File: src/rtl/bitwise_slice_engine.sv
// Multi-cycle bitwise logic engine: evaluates AND/OR/XOR/NAND of two latched
// operands SLICE bits per cycle, then pulses done with the result and a zero flag.
module bitwise_slice_engine #(
    parameter int WIDTH = 32,
    parameter int SLICE = 4
) (
    input  logic             clk,
    input  logic             rst,
    input  logic             start,
    input  logic [1:0]       op,
    input  logic [WIDTH-1:0] a,
    input  logic [WIDTH-1:0] b,
    output logic             busy,
    output logic             done,
    output logic [WIDTH-1:0] y,
    output logic             zero
);

    localparam int NSLICE = WIDTH / SLICE;
    localparam int CW     = (NSLICE > 1) ? $clog2(NSLICE) : 1;

    localparam logic [1:0] ST_IDLE = 2'd0;
    localparam logic [1:0] ST_RUN  = 2'd1;
    localparam logic [1:0] ST_DONE = 2'd2;

    localparam logic [1:0] OP_AND  = 2'b00;
    localparam logic [1:0] OP_OR   = 2'b01;
    localparam logic [1:0] OP_XOR  = 2'b10;
    localparam logic [1:0] OP_NAND = 2'b11;

    logic [1:0]       state_r;
    logic [CW-1:0]    cnt_r;
    logic [WIDTH-1:0] a_lat_r;
    logic [WIDTH-1:0] b_lat_r;
    logic [1:0]       op_lat_r;
    logic [WIDTH-1:0] y_r;
    logic             zero_r;
    logic             busy_r;
    logic             done_r;

    logic             accept_s;
    logic             last_s;
    logic [SLICE-1:0] slice_res_s;
    logic [WIDTH-1:0] y_upd_s;
    int               base_s;

    // One gate slice: the same 4-bit logic cells the ALU already owns.
    function automatic logic [SLICE-1:0] slice_op(
        input logic [1:0]       sel,
        input logic [SLICE-1:0] sa,
        input logic [SLICE-1:0] sb
    );
        logic [SLICE-1:0] r;
        case (sel)
            OP_AND:  r = sa & sb;
            OP_OR:   r = sa | sb;
            OP_XOR:  r = sa ^ sb;
            OP_NAND: r = ~(sa & sb);
            default: r = {SLICE{1'b0}};
        endcase
        return r;
    endfunction

    // Evaluate the current slice and form the result with that slice merged in.
    always_comb begin
        base_s      = int'(cnt_r) * SLICE;
        slice_res_s = slice_op(op_lat_r, a_lat_r[base_s +: SLICE], b_lat_r[base_s +: SLICE]);
        y_upd_s     = y_r;
        y_upd_s[base_s +: SLICE] = slice_res_s;
        last_s      = (cnt_r == CW'(NSLICE - 1));
        if ((state_r == ST_IDLE) || (state_r == ST_DONE)) begin
            accept_s = start;
        end else begin
            accept_s = 1'b0;
        end
    end

    // Control FSM, operand latches and result registers; reset drops any request.
    always_ff @(posedge clk) begin
        if (rst) begin
            state_r  <= ST_IDLE;
            cnt_r    <= {CW{1'b0}};
            a_lat_r  <= {WIDTH{1'b0}};
            b_lat_r  <= {WIDTH{1'b0}};
            op_lat_r <= 2'b00;
            y_r      <= {WIDTH{1'b0}};
            zero_r   <= 1'b0;
            busy_r   <= 1'b0;
            done_r   <= 1'b0;
        end else if (accept_s) begin
            state_r  <= ST_RUN;
            cnt_r    <= {CW{1'b0}};
            a_lat_r  <= a;
            b_lat_r  <= b;
            op_lat_r <= op;
            y_r      <= {WIDTH{1'b0}};
            zero_r   <= 1'b0;
            busy_r   <= 1'b1;
            done_r   <= 1'b0;
        end else begin
            case (state_r)
                ST_IDLE: begin
                    state_r <= ST_IDLE;
                    busy_r  <= 1'b0;
                    done_r  <= 1'b0;
                end
                ST_RUN: begin
                    y_r <= y_upd_s;
                    if (last_s) begin
                        state_r <= ST_DONE;
                        cnt_r   <= {CW{1'b0}};
                        zero_r  <= (y_upd_s == {WIDTH{1'b0}});
                        busy_r  <= 1'b0;
                        done_r  <= 1'b1;
                    end else begin
                        cnt_r   <= cnt_r + CW'(1);
                        busy_r  <= 1'b1;
                        done_r  <= 1'b0;
                    end
                end
                ST_DONE: begin
                    state_r <= ST_IDLE;
                    busy_r  <= 1'b0;
                    done_r  <= 1'b0;
                end
                default: begin
                    state_r <= ST_IDLE;
                    cnt_r   <= {CW{1'b0}};
                    busy_r  <= 1'b0;
                    done_r  <= 1'b0;
                end
            endcase
        end
    end

    assign busy = busy_r;
    assign done = done_r;
    assign y    = y_r;
    assign zero = zero_r;

endmodule
File: config.mk
export PLATFORM = sky130hd
export DESIGN_NAME = bitwise_slice_engine
export DESIGN_NICKNAME = d
export VERILOG_FILES = /design/src/rtl/bitwise_slice_engine.sv
export SDC_FILE = /design/constraint.sdc
export NUM_CORES = 1
export LEC_CHECK = 0
export BUFFER_PORTS_ARGS = -buffer_cell sky130_fd_sc_hd__buf_2
export CORE_ASPECT_RATIO = 1.1
export CORE_UTILIZATION = 55
export DETAILED_ROUTE_END_ITERATION = 12
export GPL_TIMING_DRIVEN = 0
export PLACE_DENSITY = 0.88
export SLEW_MARGIN = 20
export SYNTH_ARGS = -nofsm -noshare
export SYNTH_HDL_FRONTEND = slang
export SYNTH_SLANG_ARGS = --single-unit
File: constraint.sdc
create_clock -name clk -period 3.31 [get_ports clk]
set_input_delay 0.1655 -clock clk [delete_from_list [all_inputs] [get_ports clk]]
set_output_delay 0.1655 -clock clk [all_outputs]
set_load 0.01 [all_outputs]
==> results of run 1 <==
## where the power goes
part           leakage [nW]  switching [mW]  internal [mW]  total [mW]
combinational          1.46           0.237          0.154       0.391
clock                0.0891           0.463          0.281       0.744
sequential            0.866          0.0301           1.33        1.36
total                  2.42           0.730           1.77        2.50
## final cells by class
| type | instances | area (um^2) | area share [%] |
|---|---|---|---|
| Sequential cell | 106 | 2120 | 36.2 |
| Buffer | 42 | 208 | 3.54 |
| Inverter | 19 | 75.1 | 1.28 |
| Clock inverter | 6 | 52.6 | 0.897 |
| Multi-Input combinational cell | 444 | 2610 | 44.6 |
| Clock buffer | 9 | 124 | 2.11 |
| Timing Repair Buffer | 104 | 526 | 8.97 |
| Tap cell | 111 | 139 | 2.37 |
## worst max path at each step
| stage | from | end | slack, ns | depth (start not counted) |
|---|---|---|---|---|
| global placement | cnt_r[1] | zero | -0.28 | 14 |
| finish | cnt_r[1] | zero | 0.14 | 14 |
| detailed placement | cnt_r[1] | zero | -0.36 | 14 |
| floorplan | cnt_r[0] | zero | 0.25 | 14 |
| global route | cnt_r[0] | zero | -0.04 | 14 |
| CTS | cnt_r[1] | zero | 0.001 | 14 |
## timing repair
item,in CTS,in global routing
buffers inserted,2,0
pin swaps,0,1
cloned,0,0
resized for setup,6,15
setup endpoints to repair,11,15
## routing by layer
metal | up-vias | wire length, um | track usage, %
met2 | 196 | 6600 | 51.6
met1 | 2254 | 5610 | 36.4
met4 | 0 | 372 | 14.3
li1 | 2312 | - | -
met3 | 35 | 809 | 5.26
met5 | - | 0 | 0
## flip-flops by register name, summed over array words and instances, names as in the netlist
name,flops
a_lat_r,32
b_lat_r,32
busy,1
cnt_r,3
done,1
op_lat_r,2
state_r,2
y,32
zero,1
## critical path: cells and delay by family (launching register included)
kind,cells,cell delay [ns]
buffers and inverters,3,0.63
AND/OR/NAND/NOR,4,0.61
multiplexers,1,0.31
flip-flops,1,0.43
AO/OA/AOI/OAI,5,0.93
adder cells (fa/ha/maj),1,0.20
## cell families after synthesis
family          synth area share, %
compound gates                 16.2
simple gates                   23.9
fa+ha+maj                      3.79
buf+inv                        5.06
mux                            8.17
flops                          42.9
## metrics by stage
step,std cells,utilization (%),worst slack (ns),hold slack [ns],power [mW]
global placement,824,65.5,-0.284,0.406,1.74
global route,841,68.6,-0.0427,0.00757,2.60
CTS,841,67.9,0.00101,0.00302,2.48
detailed placement,824,65.5,-0.363,0.411,1.76
finish,841,68.6,0.136,0.0144,2.50
floorplan,611,-,0.249,0.301,1.63
## placed cells by master, fill, tap and decap left out, drive strengths merged, types with 2 or more instances in the layout
cell type  synthesis  layout
clkbuf            32      42
dfxtp            106     106
nand3              5       5
mux4              16      16
clkinv             1       3
o41ai              2       2
a21oi             85      85
buf               10     113
inv               18      20
or2                2       2
mux2i              4       4
nand4              2       2
nor4               7       7
nor3              13      13
a22oi             20      20
nand2            166     166
nor2              58      58
a211oi             6       6
o211ai             2       2
a32oi              3       3
nand2b             4       4
o21ai              4       4
ha                15      15
and2              11      11
nor2b              4       4
clkinvlp           0       2
a21o               2       2
==> results by group, run 1 <==
Clock tree
  • H-tree depth: 3
  • CTS Buf Count: 9
  • Clk root buf: clkbuf_8
  • Num Clock Sinks: 106
  • Clock transition at path regs: 0.10 ns
  • Hold_buf cts: 0
  • CTS tree: built
  • Clk_lat worst skew: 0.37 ns
  • Clock Path Buffers: 2

Run
  • Max cap viols: 0

Timing
  • Min Tclk post-route: 3.17 ns
  • Worst Tran Pin Value: 0.575 ns
  • Crit share post-route: 95.9%
  • Final Skew: 0.00983 ns
  • Slew margin rel.: 61.7%
  • Setup violators final: 0
  • Max Clock Freq: 0.315 GHz
  • Setup TNS: 0 ns
  • RSZ-0062 raised after global routing: true
  • Fin. max-slew vios: 0
  • Final Hold Fails: 0

Setup path
  • CP max-delay cell: dfxtp_1
  • R2R Path End: zero
  • Worst R2R Start: cnt_r[1]
  • Setup CP Type: register to register
  • Most frequent CP cell: o21ai_1
  • CP max stage delay: 0.43 ns
  • Reg-to-reg slack, setup: 0.14 ns
  • CP required: 3.63 ns
  • Worst setup SP type: register
  • Crit end category: register
  • Crit Path Max Fanout: 10
  • R2R cell count: 14
  • Worst EP arrival: 3.49 ns
  • Worst path cell trace: buf_4, clkbuf_4, mux4_2, nand2_1, and2_1, inv_1, ha_1, nor2b_1, a211o_1, nand2_2, a21oi_1, a2111oi_2, o21ai_1, o21ai_1

Detailed routing
  • Total Wirelength: 13400 um
  • Via density: 5.70
  • Via count: 4797
  • Initial DRC Count: 347
  • ANT nets after route: 0
  • Avg WL per Cell: 15.9 um
  • Drt first pass iters: 5
  • DR DRC count: 0

Floorplan
  • # rows: 35
  • Initial Util: 57.9%
  • Die Area: 0.00938 mm^2
  • Die Wd: 92.4 um
  • Core Box Area: 0.00854 mm^2
  • Die height: 101 um
  • I/O pin count: 104

Global routing
  • Global-route wire length before repair: 21800 um
  • Vias in the first global route: 4592
  • GRT Total Usage: 29.9%
  • Remaining global-route overflow: 0
  • Initial antenna violation count: 0
  • Pin count of the biggest net entering global routing: 19

Yosys
  • Main synth FF type: dfxtp_1
  • Ys Warns: 0
  • Post-synth top cells: 166 x nand2_1, 106 x dfxtp_1, 82 x a21oi_1
  • Sequential share of the synthesized area: 42.9%
  • Synth area leaders: dfxtp_1 43%, nand2_1 13%, a21oi_1 8.3%
  • Top cell type by total area after synthesis: dfxtp_1
  • Number of flops mapped to enable cells by yosys: 0
  • Most frequent cell after synthesis: nand2_1
  • Syn nets: 695
  • Synth Instances: 611
  • Synth cell types: 48
  • Ys async rst share: 0%
  • #FFs+latches synth: 106
  • Yosys top cell area share: 42.9%
  • Syn_area_per_cell: 8.09 um^2
  • Mapped Area: 0.00495 mm^2

Placed design
  • Hpwl dp: 10000 um
  • Port bufs: 102
  • DP Area: 0.00560 mm^2
  • GPL Wtd Cong: 0.939

Final layout
  • Layout cell share with drive strength beyond 1: 22.2%
  • Diode count: 0
  • Fin area: 0.00586 mm^2
  • Area growth syn-to-layout: 18.5%
  • Final #Nets: 810
  • # fillers: 697

Power and ir drop
  • Pleak: 2.42 nW
  • Power Dens Cells: 426 mW/mm^2
  • Maximum VDD drop: 233 uV

Min path
  • Worst Hold Depth: 3
  • Tightest Hold Check Type: input port to register
  • Hold Startpoint: b[5]
  • Worst Hold Path EP: b_lat_r[5]

Status
  • Outcome: finished, final reports clean
(Power assumes the default switching activity.)
==> run 2: changes to the inputs <==
--- a/config.mk
+++ b/config.mk
@@ -7,10 +7,10 @@
 export LEC_CHECK = 0
 export BUFFER_PORTS_ARGS = -buffer_cell sky130_fd_sc_hd__buf_2
 export CORE_ASPECT_RATIO = 1.1
-export CORE_UTILIZATION = 55
+export CORE_UTILIZATION = 45
 export DETAILED_ROUTE_END_ITERATION = 12
 export GPL_TIMING_DRIVEN = 0
-export PLACE_DENSITY = 0.88
+export PLACE_DENSITY = 0.76
 export SLEW_MARGIN = 20
 export SYNTH_ARGS = -nofsm -noshare
 export SYNTH_HDL_FRONTEND = slang
==> constraint.sdc (replaced) <==
create_clock -name clk -period 3.17 [get_ports clk]
set_input_delay 0.1585 -clock clk [delete_from_list [all_inputs] [get_ports clk]]
set_output_delay 0.1585 -clock clk [all_outputs]
set_load 0.01 [all_outputs]
==> run 2 against run 1 <==
Net effect: power up 19%; sequential power increased by 4%; largest power group unchanged; hold slack improved by 0.022 ns; combinational power increased by 5%; non-clock buffer count is 4 higher; flip-flop and latch count unchanged; critical path depth stayed put; setup slack improved by 0.038 ns; die area increased by 22%.
==> results by group, run 2 (synthesis gave the netlist of run 1 again) <==
Status
  • Outcome: finished, final reports clean

Floorplan
  • Die Area: 0.0114 mm^2 (+22%)
  • # rows: 39 (+11%)
  • I/O pin count: 104 (unchanged)
  • Initial Util: 46.9% (-11 points)
  • Die height: 112 um (+10%)
  • Core Box Area: 0.0105 mm^2 (+23%)
  • Die Wd: 102 um (+10%)

Clock tree
  • Clock Path Buffers: 2 (unchanged)
  • H-tree depth: 3 (unchanged)
  • Num Clock Sinks: 106 (unchanged)
  • Hold_buf cts: 0 (unchanged)
  • Clk_lat worst skew: 0.35 ns (-0.02 ns)
  • CTS Buf Count: 9 (unchanged)
  • Clk root buf: clkbuf_16
  • Clock transition at path regs: 0.08 ns (-0.02 ns)
  • CTS tree: built

Setup path
  • Worst path bufs/invs: 3 (unchanged)
  • Crit Path Max Fanout: 8 (-2)
  • Worst setup SP type: register
  • Crit end category: register
  • Worst R2R Start: cnt_r[0]
  • Worst EP arrival: 3.28 ns (-0.21 ns)
  • CP required: 3.45 ns (-0.18 ns)
  • Most frequent CP cell: o21ai_1
  • CP max-delay cell: mux4_2
  • CP startpoint: cnt_r[0]
  • CP max stage delay: 0.53 ns (+0.10 ns)
  • Setup CP Type: register to register
  • Worst path cell trace: buf_8, buf_12, mux4_2, nand2_1, and2_1, inv_1, ha_1, nor2b_1, a211o_1, nand2_4, a21oi_1, a2111oi_0, o21ai_1, o21ai_1
  • Reg-to-reg slack, setup: 0.17 ns (+0.04 ns)
  • Critical path's top delay family: compound AO/OA/AOI/OAI gates

Final layout
  • Commonest cells after routing, fill and taps aside: 165 x nand2_1, 105 x dfxtp_1, 104 x buf_2
  • Area growth syn-to-layout: 22.9%
  • Most common cell after layout, fill and taps aside: nand2_1
  • Fin area: 0.00608 mm^2 (+3.7%)
  • Layout cell share with drive strength beyond 1: 22.3% (+0.12 points)
  • Finished Layout Cells: 878 (+4.4%)
  • Diode count: 0 (unchanged)
  • Final #Nets: 814 (+0.49%)
  • Finished Core Util: 57.7% (-11 points)
  • # fillers: 991 (+42%)

Global routing
  • Initial antenna violation count: 0 (unchanged)
  • Global-route wire length before repair: 21300 um (-2.1%)
  • GRT Total Usage: 24.1% (-5.9 points)
  • Pin count of the biggest net entering global routing: 19 (unchanged)
  • Vias in the first global route: 4621 (+0.63%)
  • Remaining global-route overflow: 0 (unchanged)

Run
  • Max cap viols: 0 (unchanged)

Timing
  • Slew margin rel.: 51.8% (-9.8 points)
  • Hold_ws: 0.0366 ns (+0.0222 ns)
  • Final setup margin: 0.175 ns (+0.0383 ns)
  • Worst Tran Pin Value: 0.721 ns (+0.146 ns)
  • Final Skew: 0.00970 ns (-0.000130 ns)
  • Fin. max-slew vios: 0 (unchanged)
  • Min Tclk post-route: 3.00 ns (-0.178 ns)
  • Max Clock Freq: 0.334 GHz (+6.0%)
  • Final Hold Fails: 0 (unchanged)
  • Crit share post-route: 94.5% (-1.4 points)
  • Setup violators final: 0 (unchanged)

Placed design
  • GPL Wtd Cong: 0.926 (-1.4%)
  • Pre-CTS setup slack: -0.426 ns (-0.0635 ns)
  • DP Area: 0.00564 mm^2 (+0.72%)
  • Hpwl dp: 9990 um (-0.32%)
  • Port bufs: 102 (unchanged)
  • Placed cells: 856 (+3.9%)

Detailed routing
  • ANT nets after route: 0 (unchanged)
  • DR DRC count: 0 (unchanged)
  • Avg WL per Cell: 15.4 um (-3.3%)
  • Via count: 4724 (-1.5%)
  • Via density: 5.38 (-5.7%)
  • Drt first pass iters: 5 (unchanged)
  • Initial DRC Count: 291 (-16%)
  • Total Wirelength: 13500 um (+0.96%)

Min path
  • Hold Startpoint: b[30]
  • Tightest Hold Check Type: input port to register

Power and ir drop
  • Maximum VDD drop: 268 uV (+15%)
  • Power Dens Cells: 490 mW/mm^2 (+15%)
  • Pleak: 2.51 nW (+3.9%)
run 2: cell types whose count changed in the layout (fill, tap and decap cells not counted), moves of 2 or more:
cell,change
clkbuf_8,-9
buf_8,+2
inv_8,-2
inv_6,+3
nor3_2,-2
clkbuf_16,+10
nor3_1,+2
buf_6,+2
run 2: worst reg2reg max path: cells and delay by family, from the launching register on:
kind / cells / cell delay (ns)
muxes: 1 / 0.53
DFF: 1 / 0.37
and+or+nand+nor: 4 / 0.49
adders and majority gates: 1 / 0.17
buffers and inverters: 3 / 0.34
AOI/OAI and AO/OA: 5 / 1.03
run 2: through the flow:
| step | TNS [ns] | power [mW] |
|---|---|---|
| 2_1_floorplan | 0 | 1.70 |
| 3_3_place_gp | -2.42 | 1.82 |
| 3_5_place_dp | -3.44 | 1.83 |
| 4_1_cts | -0.0519 | 2.96 |
| 5_1_grt | -0.00777 | 3.08 |
| 6_report | 0 | 2.98 |
run 2: worst paths after layout:
kind	endpoint	cells past startpoint
min	b_lat_r[30]	3
min reg2reg	b_lat_r[5]	2
max reg2reg	zero	14
max	zero	14
run 2: cell type report:
class / instances / area, um^2 / area share, %
Buffer: 42 / 230 / 3.79
Clock buffer: 10 / 229 / 3.77
Tap cell: 143 / 179 / 2.94
Inverter: 19 / 75.1 / 1.23
Sequential cell: 106 / 2120 / 34.9
Clock inverter: 6 / 70.1 / 1.15
Timing Repair Buffer: 108 / 573 / 9.43
Multi-Input combinational cell: 444 / 2600 / 42.8
run 2: layer usage:
layer	track usage, %	up-vias	part of all wire (%)
li1	-	2323	-
met3	3.26	29	5.7
met5	0	-	0
met1	29.7	2198	43
met4	11.9	0	3.1
met2	40.6	174	49
run 2: where the power goes:
group,internal (mW),switching (mW),total [mW]
clock,0.622,0.528,1.15
combinational,0.168,0.242,0.410
sequential,1.39,0.0310,1.42
total,2.18,0.801,2.98
run 2: repair_timing:
| item | CTS | global route |
|---|---|---|
| endpoints found under the setup margin | 25 | 13 |
| pin swaps | 0 | 1 |
| buffers inserted | 1 | 4 |
| gates resized for setup | 8 | 16 |
| hold endpoints to repair | 0 | 0 |
| gates cloned | 0 | 1 |
